**src/rtl/a10_sata_gen_negotiator.sv**
```systemverilog
// SATA line-rate negotiator: drives a10_sata_xcvr_reconf, holds PHY reset, steps GEN3->GEN2->GEN1 on link timeout.
// Optional: define A10_SATA_GEN_STICKY_EN to retry the last linked generation first after link loss.
`ifndef SATA_GEN1
`define SATA_GEN1 2'd0
`endif
`ifndef SATA_GEN2
`define SATA_GEN2 2'd1
`endif
`ifndef SATA_GEN3
`define SATA_GEN3 2'd2
`endif

module a10_sata_gen_negotiator #(
  parameter int START_GEN    = 3,
  parameter int RST_CYCLES   = 16,
  parameter int LINK_TIMEOUT = 1000000
) (
  input  logic       clk,
  input  logic       reset,
  input  logic       link_up,
  output logic       cmd_reconfig,
  output logic [1:0] cmd_sata_gen,
  input  logic       cmd_ready,
  output logic       phy_reset,
  output logic       link_ready,
  output logic [1:0] link_gen
);

  localparam logic [2:0] ST_RECONFIG    = 3'd0;
  localparam logic [2:0] ST_RECONF_BUSY = 3'd1;
  localparam logic [2:0] ST_RECONF_DONE = 3'd2;
  localparam logic [2:0] ST_PHY_RESET   = 3'd3;
  localparam logic [2:0] ST_WAIT_LINK   = 3'd4;
  localparam logic [2:0] ST_LINKED      = 3'd5;

  // Out-of-range START_GEN collapses to GEN1
  localparam logic [1:0] START_CODE = (START_GEN == 3) ? `SATA_GEN3 :
                                      (START_GEN == 2) ? `SATA_GEN2 : `SATA_GEN1;
  localparam int TW = $clog2(LINK_TIMEOUT);
  localparam int RW = (RST_CYCLES > 1) ? $clog2(RST_CYCLES) : 1;

  logic [2:0]    state;
  logic [1:0]    gen;
  logic [TW-1:0] to_cnt;
  logic [RW-1:0] rst_cnt;

  function automatic logic [1:0] next_gen(input logic [1:0] g);
    case (g)
      `SATA_GEN3: next_gen = `SATA_GEN2;
      `SATA_GEN2: next_gen = `SATA_GEN1;
      default:    next_gen = START_CODE;
    endcase
  endfunction

  assign cmd_sata_gen = gen;
  assign link_gen     = gen;

  always_ff @(posedge clk or posedge reset) begin
    if (reset) begin
      state        <= ST_RECONFIG;
      gen          <= START_CODE;
      cmd_reconfig <= 1'b0;
      phy_reset    <= 1'b1;
      link_ready   <= 1'b0;
      to_cnt       <= '0;
      rst_cnt      <= '0;
    end else begin
      case (state)
        ST_RECONFIG: begin
          phy_reset <= 1'b1;
          // Request only tracks cmd_ready, so a busy reconfigurator after reset is never re-issued to
          if (cmd_reconfig && cmd_ready) begin
            cmd_reconfig <= 1'b0;
            state        <= ST_RECONF_BUSY;
          end else begin
            cmd_reconfig <= cmd_ready;
          end
        end
        ST_RECONF_BUSY: if (!cmd_ready) state <= ST_RECONF_DONE;
        ST_RECONF_DONE: begin
          if (cmd_ready) begin
            state   <= ST_PHY_RESET;
            rst_cnt <= '0;
          end
        end
        ST_PHY_RESET: begin
          if (rst_cnt == RW'(RST_CYCLES - 1)) begin
            state     <= ST_WAIT_LINK;
            to_cnt    <= '0;
            phy_reset <= 1'b0;
          end else begin
            rst_cnt <= rst_cnt + 1'b1;
          end
        end
        ST_WAIT_LINK: begin
          to_cnt <= to_cnt + 1'b1;
          if (link_up) begin
            state <= ST_LINKED;
          end else if (to_cnt == TW'(LINK_TIMEOUT - 1)) begin
            gen       <= next_gen(gen);
            state     <= ST_RECONFIG;
            phy_reset <= 1'b1;
          end
        end
        ST_LINKED: begin
          link_ready <= link_up;
          if (!link_up) begin
            state     <= ST_RECONFIG;
            phy_reset <= 1'b1;
`ifdef A10_SATA_GEN_STICKY_EN
            gen       <= gen;
`else
            gen       <= START_CODE;
`endif
          end
        end
        default: state <= ST_RECONFIG;
      endcase
    end
  end

endmodule
```
**config.mk**
```make
export PLATFORM = sky130hd
export DESIGN_NAME = a10_sata_gen_negotiator
export DESIGN_NICKNAME = d
export VERILOG_FILES = /design/src/rtl/a10_sata_gen_negotiator.sv
export SDC_FILE = /design/constraint.sdc
export NUM_CORES = 1
export LEC_CHECK = 0
export CAP_MARGIN = 0
export CORE_UTILIZATION = 55
export DETAILED_ROUTE_END_ITERATION = 8
export PLACE_DENSITY = 0.75
export REMOVE_ABC_BUFFERS = 1
export SYNTH_ARGS = -nofsm -noshare
export SYNTH_HDL_FRONTEND = slang
export SYNTH_SLANG_ARGS = --single-unit
```
**constraint.sdc**
```tcl
create_clock -name clk -period 2.55 [get_ports clk]
set_input_delay 0.6375 -clock clk [delete_from_list [all_inputs] [get_ports clk]]
set_output_delay 0.6375 -clock clk [all_outputs]
set_load 0.005 [all_outputs]
```
# Yosys cells after proc, flatten, opt, wreduce, memory -nomap -nowiden
# Cells that the tools add are included.
dict set report word_totals {
  regBits 32
  inputBits 4
  out_inout_bits 7
}
dict set report classes {
  addsub 2
  eq_ne 18
  n_mux 24
  n_reduce_logical 11
}
# op count
set ops {}
lappend ops {{20-bit one-hot mux with 2 select lines} 1}
lappend ops {{3-bit 2-to-1 mux} 7}
lappend ops {{20-bit by 1-bit adder with 20-bit output (second input constant)} 1}
lappend ops {{20-bit equality test (second input constant)} 1}
lappend ops {{20-bit 2-to-1 mux} 1}
lappend ops {{3-bit one-hot mux with 6 select lines} 1}
lappend ops {{2-bit != test (second input constant)} 8}
lappend ops {{4-bit 2-to-1 mux} 2}
lappend ops {{2-bit one-hot mux with 2 select lines} 2}
lappend ops {{4-bit one-hot mux with 2 select lines} 1}
lappend ops {{3-bit by 2-bit equality test with 1-bit output (second input constant)} 2}
lappend ops {{3-bit equality test (second input constant)} 2}
lappend ops {{2-bit 2-to-1 mux} 3}
lappend ops {{6-bit AND reduction} 1}
lappend ops {{2-bit nonzero test} 3}
lappend ops {{1-bit 2-to-1 mux} 5}
lappend ops {{5-bit AND reduction} 1}
lappend ops {{4-bit by 1-bit adder with 4-bit output (second input constant)} 1}
lappend ops {{4-bit equality test (second input constant)} 1}
lappend ops {{1-bit one-hot mux with 4 select lines} 1}
lappend ops {{4-bit AND reduction} 1}
lappend ops {{4-bit nonzero test} 1}
lappend ops {{3-bit by 1-bit equality test with 1-bit output (second input constant)} 1}
lappend ops {{3-bit zero test} 1}
lappend ops {{other kinds (6)} 6}

# Longest topological paths before layout
dict set report logic_depth {
  word_depth 5
  mapped_depth 6
  mapped_depth_nobuf 6
}

# Worst setup path after synthesis
# OpenSTA, ideal clock, no wires.
dict set report synth_timing {
  path_kind {register to register}
  start {register to_cnt[6]}
  end {register phy_reset}
  arrival_time_ns 1.899
  t_required_ns 2.462
  setup_slack_ns 0.563
  stages_incl_launch_ff 5
  synth_period_minus_slack_ns 1.987
  cell_sequence {dfrtp_1 > or4_1 > or4_4 > or2_4 > a221oi_2}
}
dict set report synth_between {
  elab_chain_cells 3
}
# element line_no
set synth_rtl {}
lappend synth_rtl {{start: declaration} 44} ;# logic [TW-1:0] to_cnt;
lappend synth_rtl {{start signal: assignment} 96} ;# to_cnt <= to_cnt + 1'b1;
lappend synth_rtl {{20-bit equality test} 99} ;# end else if (to_cnt == TW'(LINK_TIMEOUT - 1)) begin
lappend synth_rtl {{2-bit != test (no line)} -}
lappend synth_rtl {{5-bit AND reduction (no line)} -}
lappend synth_rtl {{end signal: assignment} 90} ;# phy_reset <= 1'b0;
lappend synth_rtl {{end signal: assignment} 102} ;# phy_reset <= 1'b1;
lappend synth_rtl {{end signal: assignment} 109} ;# phy_reset <= 1'b1;
lappend synth_rtl {{end: declaration} 24} ;# output logic phy_reset,
# No other way between the ends.
# A chain may end at the register's enable or synchronous reset.

# Worst setup path in the final report
# Same ends and word-level chain as after synthesis.

==> key figures <==
Power
  – Int Pwr: 917.6 µW
  – Flop pwr share: 48.5%
  – Net Sw Frac: 31.45%
  – Lkg Pwr: 0.8754 nW
  – Switching power: 420.9 µW
  – Combinational power share: 22.0%
  – Clock power share: 29.5%
  – Maximum VDD drop: 486.6 µV
  – Power Dens Cells: 681.4 nW/µm²

Floorplanning
  – FP Rows: 20
  – Die Y: 58.25 µm
  – Die W: 58.25 µm
  – Core area: 3028 µm²
  – # IOs: 11
  – Die area: 3393 µm²
  – Initial Util: 57.48%

Place
  – Placed cell areas: 1884 µm²
  – Inst Count DP: 233
  – Dpl hpwl: 2420 µm
  – IO Port Bufs: 10
  – Final GP Congestion: 0.8028

Synthesis
  – Sequential element share of the synthesized area: 46.15%
  – Ys flop type: dfrtp_1
  – Commonest cells post-synth: nand2_1 (31), dfrtp_1 (30), nand3_1 (14)
  – Synthesized area: 1740 µm²
  – Async SR Flop Fraction: 100.0%
  – Post-synth EDFFs: 0
  – Largest area contributor in the netlist: dfrtp_1
  – Most frequent cell after synthesis: nand2_1
  – Area contributors post-synth: dfrtp_1 (43%), nand2_1 (6.7%), mux2i_1 (6.3%), nand3_1 (4.0%), dfstp_2 (3.0%)
  – Yosys reg bits: 32
  – Yosys warns: 0
  – Cells after Synth: 184
  – Top cell type's share of synthesized area: 43.13%
  – Yosys cell types: 46
  – Avg Cell Area, Syn: 9.459 µm²

Setup path
  – Worst setup SP type: flip-flop
  – Bufs and invs on worst path: 0
  – Worst setup EP type: flip-flop
  – Dominant delay contributor by cell family on the critical path: simple AND/OR/NAND/NOR gates
  – Worst EP arrival: 2350 ps
  – Worst path slowest cell: or4_4
  – CP required: 2820 ps
  – Crit-path max cell delay: 550 ps
  – Crit. path cell count: 4
  – CP Max Fanout: 6
  – Worst r2r path cells: 4
  – Critical path class: reg2reg
  – Crit-path cells: or4_1, or4_4, or2_4, a221oi_2

Hold path
  – Hold Crit Depth: 1
  – Hold Crit Class: reg2reg

Clock network
  – Post-CTS Hold Buffers: 0
  – Clk pin slew, worst setup/hold paths: 110 ps
  – Clock Tree Root: clkbuf_4
  – Worst skew pair latency: 350 ps
  – CTS Buf Count: 5
  – H-Tree Depth: 2
  – # resized after CTS: 0
  – Num Clock Sinks: 32
  – Clock buffer depth: 2
  – Number of post-CTS setup repair buffers: 0
  – CTS tree: done

Drt
  – WL/cell: 14.03 µm
  – Router iterations before antenna repair: 4
  – Post-route ant nets: 0
  – Initial DRC count: 53
  – Avg Vias per Cell: 5.743
  – Number of remaining DRC errors: 0
  – Total Wirelength: 3381 µm
  – DR vias: 1384

Final layout
  – Share of layout cells above drive strength 1: 11.68%
  – Area growth from synthesis to layout: 12.87%
  – Antenna Cells: 0
  – Final Cell Area: 1964 µm²
  – Non-filler cells, final: 241
  – Nets: 203

Timing
  – Achievable clock frequency: 0.4818 GHz
  – Final Max Slew Viols: 0
  – Final cycle utilization of the critical path: 81.39%
  – Rel. slew slack: 66.59%
  – Slew at the pin with the worst max-slew slack: 499.9 ps
  – # setup viols final: 0
  – Clk_skew: 5.561 ps
  – Fin crit period: 2075 ps
  – RSZ-0062 raised after global routing: no
  – Final Hold Vio Count: 0
  – Setup TNS: 0 ps
  – Hold_ws: 483.6 ps

Global routing
  – GRT overflow: 0
  – Met2 usage: 36.12%
  – First-pass GRT wire length: 5775 µm
  – Gr usage total: 23.07%
  – Largest net degree at the start of global routing: 33
  – GR Util met1: 29.36%
  – M3 GR Usage: 6.920%
  – GRT busiest layer: met2
  – Vias in the first global route: 1311
  – Antenna violations before repair: 0

Run status
  – Status: completed

Flow run
  – Max Cap Viol: 0
==> final timing paths <==
kind                                  from    endpoint  slack, ps
worst max-delay path             to_cnt[6]   phy_reset        470
worst min-delay path            to_cnt[19]  to_cnt[19]        480
worst max register to register   to_cnt[6]   phy_reset        470
worst min register to register  to_cnt[19]  to_cnt[19]        480
max in group asynchronous            reset   phy_reset       1550
min in group asynchronous            reset    state[2]        670
==> worst register-to-register path: stages (launching register included) <==
cell	delay, ps
dfrtp_1	440
or4_1	530
or4_4	550
or2_4	250
a221oi_2	230
==> registers in the layout, summed over array words and instances, names as in the netlist <==
signal	flops
cmd_reconfig	1
rst_cnt	4
link_ready	1
state	3
to_cnt	20
phy_reset	1
cmd_sata_gen	2
==> layout make-up <==
class	count	area, µm²
clock buffers	5	37.54
clock inverters	3	42.54
fillers	264	1064
inverters	4	15.01
multi-input cells	139	880.8
flip-flops and latches	32	803.3
well taps	44	55.05
repair buffers	14	130.1
==> power groups by stage <==
| stage | combinational, mW | clock [mW] | sequential (mW) |
|---|---|---|---|
| after floorplan | 0.192 | 0 | 0.656 |
| after global placement | 0.285 | 0 | 0.654 |
| after detailed placement | 0.296 | 0 | 0.660 |
| after CTS | 0.299 | 0.399 | 0.650 |
| after global routing | 0.339 | 0.425 | 0.663 |
| final | 0.294 | 0.395 | 0.649 |
==> logic make-up (layout without fill, tap and decap cells) <==
group                      after synthesis  after routing  synth area share, %
AOI/OAI and AO/OA                       25             25                9.778
xor gates and xnor gates                 4              4                2.013
adders and majority gates                3              3                2.157
buffers and inverters                   13             26                3.235
DFF                                     32             32                46.15
muxes                                   12             12                6.974
and+or+nand+nor                         95             95                29.69
==> metrics by stage <==
stage	setup slack, ps	utilization [%]	power, mW
after floorplan	563.1	-	0.8485
after global routing	343.7	64.88	1.426
after CTS	476.1	64.88	1.348
after detailed placement	504.0	62.23	0.9562
after global placement	530.8	62.23	0.9391
final	474.5	64.88	1.338
==> layer usage <==
| layer | routed length (µm) | vias to the layer above |
|---|---|---|
| met5 | 0 | - |
| met1 | 1612 | 659 |
| li1 | - | 689 |
| met4 | 91 | 0 |
| met3 | 120 | 10 |
| met2 | 1557 | 26 |
==> placed cells by master, fill, tap and decap left out, types with 8 or more instances in the layout <==
cell             instances
dfrtp_1                 30
clkdlybuf4s50_1         10
nand3_1                 14
nor3_1                   8
o21ai_0                 10
mux2i_1                 11
nor2_1                  12
nand2_1                 31
Note: power is estimated with default switching activity, not from simulation.
==> RTL change (same flow settings) <==
Change the parameter `RST_CYCLES` from 16 to 32.
--- a/src/rtl/a10_sata_gen_negotiator.sv
+++ b/src/rtl/a10_sata_gen_negotiator.sv
@@ -13,5 +13,5 @@
 module a10_sata_gen_negotiator #(
   parameter int START_GEN    = 3,
-  parameter int RST_CYCLES   = 16,
+  parameter int RST_CYCLES   = 32,
   parameter int LINK_TIMEOUT = 1000000
 ) (
Behaviour: same outputs for any inputs over 10 cycles, from zero or initial values and one cycle with reset high; that may be too few to reach the edited logic, so the function may still have changed.
==> RTL change against the unedited design <==
  * Sequential cell count increased by 1
  * Clock power decreased by 15%
  * Setup slack got worse by 0.056 ns
  * Critical path depth unchanged
  * Design area increased by 1.7%
  * Synthesized area increased by 3.1%
  * Power increased by 1.6%
  * Via count increased by 4.2%
  * Routed wire length increased by 4.5%
  * Synthesized cell count increased by 0.54%
==> RTL change: results (changes against the unedited design) <==
[outcome]
status=finished, final reports clean

[timing]
whs_ns=0.472  ; -0.0112 ns
tightest_slew_ns=0.718  ; +0.218 ns
max_freq_ghz=0.469  ; -2.6%
finalClockSkew_ns=0.0111  ; +0.00559 ns

[worst_hold_path]
min_to=to_cnt[18]$_DFFE_PP0P_

[synthesis]
ys_top_cells_by_area=dfrtp_1 (43%), nand2_1 (5.9%), mux2i_1 (5.0%)
ys_seq_area_frac=0.462  ; about the same
syn_inst=185  ; +0.54%

[critical_path]
reg2reg_slack_ns=0.42  ; -0.06 ns
startpoint=state[2]$_DFFE_PP0P_
r2r-start=state[2]$_DFFE_PP0P_
r2r-end=to_cnt[12]$_DFFE_PP0P_
cp_max_fo=13  ; +7

[layout]
nets=205  ; +0.99%
drive_gt1_frac=0.131  ; +0.0146
fillers=242  ; -8.3%
instances_no_fill=242  ; +0.41%
largestRegisters=to_cnt (20), rst_cnt (5), state (3)

[placement]
placed_cell_area_sq_um=1930  ; +2.3%
routabilityCongestion=0.816  ; +1.6%
place_inst=234  ; +0.43%
post-place-ws_ns=0.375  ; -0.129 ns

[grt]
grt_max_degree=34  ; +3.0%
grt_pass1_wl_mm=6.22  ; +7.6%
grt_pass1_vias=1452  ; +11%

[routing]
via_per_inst=5.96  ; +3.8%
wl_per_cell_um=14.6  ; +4.1%
drtIter0Drc=100  ; +89%

[pwr]
vdd_drop_max_v=0.000424  ; -13%

-- RTL change: cells by family (layout without fill, tap and decap cells) --
| group | count (synthesis) | count (layout) | synth area share |
|---|---|---|---|
| buffers and inverters | 14 | 27 | 0.0390 |
| AO/OA/AOI/OAI | 36 | 36 | 0.146 |
| adder cells (fa/ha/maj) | 4 | 4 | 0.0279 |
| multiplexers | 11 | 11 | 0.0628 |
| AND/OR/NAND/NOR | 87 | 87 | 0.263 |
| flip-flops | 33 | 33 | 0.462 |
-- RTL change: power by group --
| part | switching, mW | internal, mW |
|---|---|---|
| registers | 0.0690 | 0.611 |
| logic | 0.180 | 0.162 |
| clock network | 0.177 | 0.160 |
-- RTL change: layout make-up --
class                      instances  area [sq um]  share of cell area
inverter                           5          18.8             0.00939
multi-input combinational        138           896               0.448
tap                               44          55.1              0.0276
sequential                        33           828               0.415
clock buffer                       7          65.1              0.0326
clock inverter                     1          5.00             0.00250
timing repair buffer              14           130              0.0651
-- RTL change: layer usage --
| layer | track usage | wire, um | vias up |
|---|---|---|---|
| met5 | 0 | 0 | - |
| met4 | 0.129 | 76 | 0 |
| met3 | 0.0480 | 131 | 10 |
| met2 | 0.396 | 1670 | 33 |
| met1 | 0.294 | 1650 | 702 |
| li1 | - | - | 697 |
-- RTL change: worst max-delay path: cells and delay by family, from the launching register on --
family,cells,cell delay [ns]
compound gates,2,0.28
flops,1,0.54
simple gates,2,1.19
